## src/rtl/c499_key_loader.sv

```systemverilog
// c499_key_loader: serial key delivery stage for the key-locked c499 SEC core.
// Key bits arrive one per accepted handshake and are followed by a single
// even-parity bit. A key reaches the core only after its parity checks.
// Until then key_out is held at zero, so the core never sees a partial or
// corrupt key.
module c499_key_loader #(
    parameter int KEY_WIDTH = 2,
    parameter int TIMEOUT   = 8
) (
    input  logic                 i_clk,
    input  logic                 i_rst_n,
    input  logic                 i_load_start,
    input  logic                 i_key_bit_in,
    input  logic                 i_key_bit_valid,
    output logic                 o_key_bit_ready,
    output logic [KEY_WIDTH-1:0] o_key_out,
    output logic                 o_key_valid,
    output logic                 o_key_err,
    output logic                 o_busy
);

    localparam int CW = $clog2(KEY_WIDTH + 1);
    localparam int IW = $clog2(TIMEOUT);

    // Bit-count value at which the next accepted bit is the parity bit.
    localparam logic [CW-1:0] LP_PARITY_SLOT = CW'(KEY_WIDTH);
    // Idle-count value at which one more idle cycle aborts the load.
    localparam logic [IW-1:0] LP_IDLE_LAST   = IW'(TIMEOUT - 1);

    typedef enum logic [2:0] {
        ST_IDLE   = 3'd0,
        ST_SHIFT  = 3'd1,
        ST_CHECK  = 3'd2,
        ST_LOCKED = 3'd3,
        ST_ERROR  = 3'd4
    } state_t;

    // Even parity over key and parity bit: the XOR of all of them must be 0.
    function automatic logic f_parity_ok(input logic [KEY_WIDTH-1:0] key,
                                         input logic par);
        return ~((^key) ^ par);
    endfunction

    state_t                 r_state;
    state_t                 w_next;
    logic [KEY_WIDTH-1:0]   r_sreg;
    logic                   r_parity;
    logic [CW-1:0]          r_bit_cnt;
    logic [IW-1:0]          r_idle_cnt;
    logic                   r_ready;
    logic                   r_busy;
    logic [KEY_WIDTH-1:0]   r_key_out;
    logic                   r_key_valid;
    logic                   r_key_err;

    logic                   w_accept;
    logic                   w_parity_slot;
    logic                   w_idle_expired;
    logic                   w_parity_ok;

    // Handshake qualifiers and checks used by both the FSM and the datapath.
    always_comb begin
        w_accept       = i_key_bit_valid & r_ready;
        w_parity_slot  = (r_bit_cnt == LP_PARITY_SLOT);
        w_idle_expired = (r_idle_cnt == LP_IDLE_LAST);
        w_parity_ok    = f_parity_ok(r_sreg, r_parity);
    end

    // Next-state decode; load_start restarts the load from any state.
    always_comb begin
        w_next = r_state;
        if (i_load_start) begin
            w_next = ST_SHIFT;
        end else begin
            case (r_state)
                ST_SHIFT: begin
                    if (w_accept) begin
                        if (w_parity_slot) begin
                            w_next = ST_CHECK;
                        end else begin
                            w_next = ST_SHIFT;
                        end
                    end else if (w_idle_expired) begin
                        w_next = ST_ERROR;
                    end else begin
                        w_next = ST_SHIFT;
                    end
                end
                ST_CHECK: begin
                    if (w_parity_ok) begin
                        w_next = ST_LOCKED;
                    end else begin
                        w_next = ST_ERROR;
                    end
                end
                ST_IDLE:   w_next = ST_IDLE;
                ST_LOCKED: w_next = ST_LOCKED;
                ST_ERROR:  w_next = ST_ERROR;
                default:   w_next = ST_IDLE;
            endcase
        end
    end

    // State register.
    always_ff @(posedge i_clk or negedge i_rst_n) begin
        if (!i_rst_n) begin
            r_state <= ST_IDLE;
        end else begin
            r_state <= w_next;
        end
    end

    // Shift register, parity latch and the bit/idle counters.
    always_ff @(posedge i_clk or negedge i_rst_n) begin
        if (!i_rst_n) begin
            r_sreg     <= '0;
            r_parity   <= 1'b0;
            r_bit_cnt  <= '0;
            r_idle_cnt <= '0;
        end else if (i_load_start) begin
            // A restart discards any bit offered in the same cycle.
            r_sreg     <= '0;
            r_parity   <= 1'b0;
            r_bit_cnt  <= '0;
            r_idle_cnt <= '0;
        end else if (r_state == ST_SHIFT) begin
            if (w_accept) begin
                r_idle_cnt <= '0;
                if (w_parity_slot) begin
                    r_parity <= i_key_bit_in;
                end else begin
                    // The first key bit ends up in sreg[0] (core input s_0).
                    r_sreg    <= {i_key_bit_in, r_sreg[KEY_WIDTH-1:1]};
                    r_bit_cnt <= r_bit_cnt + CW'(1);
                end
            end else if (!w_idle_expired) begin
                r_idle_cnt <= r_idle_cnt + IW'(1);
            end else begin
                r_idle_cnt <= r_idle_cnt;
            end
        end else begin
            r_idle_cnt <= r_idle_cnt;
        end
    end

    // Registered outputs: handshake/busy follow the next state, key status follows the FSM.
    always_ff @(posedge i_clk or negedge i_rst_n) begin
        if (!i_rst_n) begin
            r_ready     <= 1'b0;
            r_busy      <= 1'b0;
            r_key_out   <= '0;
            r_key_valid <= 1'b0;
            r_key_err   <= 1'b0;
        end else begin
            r_ready <= (w_next == ST_SHIFT);
            r_busy  <= (w_next == ST_SHIFT) || (w_next == ST_CHECK);
            if (i_load_start) begin
                r_key_out   <= '0;
                r_key_valid <= 1'b0;
                r_key_err   <= 1'b0;
            end else begin
                case (r_state)
                    ST_SHIFT: begin
                        if (w_next == ST_ERROR) begin
                            r_key_err <= 1'b1;
                        end else begin
                            r_key_err <= 1'b0;
                        end
                    end
                    ST_CHECK: begin
                        if (w_parity_ok) begin
                            r_key_err <= 1'b0;
                        end else begin
                            r_key_err <= 1'b1;
                        end
                        r_key_out   <= '0;
                        r_key_valid <= 1'b0;
                    end
                    ST_LOCKED: begin
                        // The checked key is presented one edge after entering LOCKED.
                        r_key_out   <= r_sreg;
                        r_key_valid <= 1'b1;
                        r_key_err   <= 1'b0;
                    end
                    ST_ERROR: begin
                        r_key_out   <= '0;
                        r_key_valid <= 1'b0;
                        r_key_err   <= 1'b1;
                    end
                    default: begin
                        r_key_out   <= '0;
                        r_key_valid <= 1'b0;
                        r_key_err   <= 1'b0;
                    end
                endcase
            end
        end
    end

    assign o_key_bit_ready = r_ready;
    assign o_busy          = r_busy;
    assign o_key_out       = r_key_out;
    assign o_key_valid     = r_key_valid;
    assign o_key_err       = r_key_err;

endmodule

```

## config.mk

```make
export PLATFORM = sky130hd
export DESIGN_NAME = c499_key_loader
export DESIGN_NICKNAME = d
export VERILOG_FILES = /design/src/rtl/c499_key_loader.sv
export SDC_FILE = /design/constraint.sdc
export NUM_CORES = 1
export LEC_CHECK = 0
export BUFFER_PORTS_ARGS = -buffer_cell sky130_fd_sc_hd__buf_4
export CAP_MARGIN = 20
export CELL_PAD_IN_SITES_DETAIL_PLACEMENT = 0
export CELL_PAD_IN_SITES_GLOBAL_PLACEMENT = 1
export CORE_UTILIZATION = 46
export DETAILED_ROUTE_END_ITERATION = 8
export PLACE_DENSITY_LB_ADDON = 0.1
export SETUP_SLACK_MARGIN = 0.15
export SYNTH_ARGS = -nofsm -noshare
export SYNTH_HDL_FRONTEND = slang
export SYNTH_SLANG_ARGS = --single-unit
```

## constraint.sdc

```tcl
create_clock -name i_clk -period 2.7 [get_ports i_clk]
set_input_delay 0.675 -clock i_clk [delete_from_list [all_inputs] [get_ports i_clk]]
set_output_delay 0.675 -clock i_clk [all_outputs]
set_load 0.01 [all_outputs]
```

==> impl_metrics.json <==
{
  "die_x_um": 44.9,
  "clock_sinks": 17,
  "synth_area_um2": 846,
  "start_kind": "flop",
  "port_buffers": 10,
  "via_count": 582,
  "die_area_mm2": 0.00201,
  "vias_per_cell": 5.11,
  "dp_hpwl_um": 984,
  "yosys_warnings": 0,
  "rsz0062_at_grt": "no",
  "core-area_mm2": 0.00173,
  "overflow": 0,
  "tightest_slew_ns": 0.464,
  "critical_path_class": "reg -> reg",
  "p_leak_nw": 0.431,
  "setup_slack_ns": 0.975,
  "cts_tree": "done",
  "synthArstFlopShare_pct": 100,
  "power_density_mw_per_mm2": 692,
  "drtAntennaViolNets": 0,
  "period_minus_slack_ns": 1.72,
  "start_util_pct": 49.0,
  "grt_max_degree": 18,
  "grt_util_all_layers_pct": 16.9,
  "slew_viol_final": 0,
  "setup_violations": 0,
  "syn_to_final_growth_pct": 12.6,
  "drt_first_pass_iters": 3,
  "ir_worst_vdd_uv": 382,
  "cp.required_ns": 2.88,
  "final_nets": 98,
  "fin_util_pct": 55.1,
  "cts_resized": 0,
  "routed_wl_mm": 1.42,
  "synth_area_leader_cell": "dfrtp_1",
  "crit_chain": "or3b_1 -> nor3_4 -> mux2_2",
  "antenna_cells": 0,
  "drtIter0Drc": 6,
  "syn_inst": 78,
  "clk_pin_slew_worst_paths_ns": 0.10,
  "min_period_over_period_pct": 63.9,
  "grt_pass1_wl_mm": 2.46,
  "routabilityCongestion": 0.790,
  "grt_pass1_vias": 568,
  "ys_seq_elements": 17,
  "drive_gt1_share_pct": 20.2,
  "die_h_um": 44.9,
  "slew_headroom_pct": 68.8,
  "hold_class": "in -> async",
  "path_delay_family": "simple AND/OR/NAND/NOR gates",
  "slowest_stage": "or3b_1",
  "synthFlopType": "dfrtp_1",
  "path_max_fanout": 8,
  "whs_ns": 0.236,
  "arrival_ns": 1.91,
  "stdcell_area_um2": 952,
  "finalHoldViolCount": 0,
  "cts_root_buffer": "clkbuf_4",
  "grt_antenna_before_repair": 0,
  "synth_most_common_cell": "dfrtp_1",
  "ctsLongestPathBuffers": 2,
  "numCtsBuffers": 3,
  "worstSkewPairLatency_ns": 0.28,
  "fmax_ghz": 0.580,
  "io-pin-count": 11,
  "synth_edf_count": 0,
  "h-tree-depth": 1,
  "num_rows": 15,
  "dpl_worst_slack_ns": 0.901,
  "status": "finished clean",
  "maxCapViolCount": 0,
  "cts_hold_buf": 0,
  "endpoint_kind": "flop",
  "synth_area_per_cell_um2": 10.8,
  "ys_types": 25,
  "synth_area_leaders": "dfrtp_1, mux2i_1, ha_1",
  "synth_top_area_share_pct": 50.3,
  "drc": 0,
  "postPlaceCellArea_um2": 926,
  "setup_tns_ns": 0,
  "critPathBufInv": 0,
  "routedWlPerCell_um": 12.5,
  "cts_setup_buffers": 0,
  "max_stage_delay_ns": 0.51,
  "skew_ns": 0.00253,
  "synth_nets": 86,
  "synth_seq_area_share_pct": 50.3,
  "netlist_top_cells_count": "dfrtp_1, nor2_1, o21ai_0"
}
-- layout by cell type, fill, tap and decap left out --
master,synthesis,layout
nor2b_1,3,3
mux2i_1,4,4
a221o_1,1,1
nand3b_1,1,1
ha_1,3,3
inv_1,1,1
clkbuf_4,0,3
clkbuf_1,1,1
or2_2,2,2
nand2b_1,3,3
nor3_4,1,1
or3b_1,2,2
buf_4,0,10
a31oi_1,2,2
o21ai_0,6,6
nor3b_1,1,1
xnor3_1,1,1
nor2_1,10,10
a21oi_1,4,4
nand2_1,4,4
nand3_1,3,3
dfrtp_1,17,17
a21boi_0,2,2
a21o_1,1,1
mux2_2,2,2
or2_0,1,1
-- worst reg2reg max path, cell delays in order (launching register included) --
cell	delay, ns
dfrtp_1	0.48
or3b_1	0.51
nor3_4	0.26
mux2_2	0.37
-- metrics by stage --
stage | instances | power (mW)
6_report | 114 | 0.659
5_1_grt | 114 | 0.712
4_1_cts | 114 | 0.671
3_5_place_dp | 110 | 0.529
3_3_place_gp | 110 | 0.528
2_1_floorplan | 78 | 0.490
-- area by class of cell --
type / instances / area (um2)
Tap cell: 25 / 31.3
Multi-Input combinational cell: 57 / 390
Clock buffer: 4 / 26.3
Sequential cell: 17 / 425
Inverter: 1 / 3.75
Fill cell: 167 / 774
Timing Repair Buffer: 10 / 75.1
-- report_power, final --
part | internal (mW) | switching (mW)
Sequential | 0.293 | 0.0336
Clock | 0.0573 | 0.0775
Combinational | 0.0985 | 0.0988
-- state kept, by name (all words and copies together), names as in the netlist, 2 cells and up --
name and count:
r_state 3, o_key_out 2, r_idle_cnt 3, r_bit_cnt 2, r_sreg 2
-- layer usage --
| layer | GRT usage [%] | share of wire (%) | vias to the layer above |
|---|---|---|---|
| met3 | 2.40 | 2.7 | 2 |
| li1 | - | - | 295 |
| met2 | 26.5 | 45 | 7 |
| met1 | 23.3 | 51 | 278 |
| met5 | 0 | 0 | - |
| met4 | 7.27 | 0.42 | 0 |
-- path summary, 6_finish.rpt --
path	startpoint	endpoint	slack, ns	cells past startpoint
setup / recovery	r_state[1]$_DFF_PN0_	r_bit_cnt[1]$_DFFE_PN0P_	0.98	3
hold / removal	i_rst_n	o_busy$_DFF_PN0_	0.24	1
setup reg to reg	r_state[1]$_DFF_PN0_	r_bit_cnt[1]$_DFFE_PN0P_	0.98	3
hold reg to reg	o_key_valid$_DFFE_PN0P_	o_key_valid$_DFFE_PN0P_	0.52	2
max in group asynchronous	i_rst_n	r_state[0]$_DFF_PN0_	2.28	1
min in group i_clk	o_key_valid$_DFFE_PN0P_	o_key_valid$_DFFE_PN0P_	0.52	2
-- logic make-up (layout without fill, tap and decap cells) --
logic type / after synthesis / in the layout / synth area share [%]
AO/OA/AOI/OAI: 16 / 16 / 11.2
XOR/XNOR: 1 / 1 / 2.66
adder cells (fa/ha/maj): 3 / 3 / 4.44
buffers and inverters: 4 / 15 / 3.55
flip-flops: 17 / 17 / 50.3
multiplexers: 6 / 6 / 7.40
AND/OR/NAND/NOR: 31 / 31 / 20.4
Power figures use the tool's default switching activity.
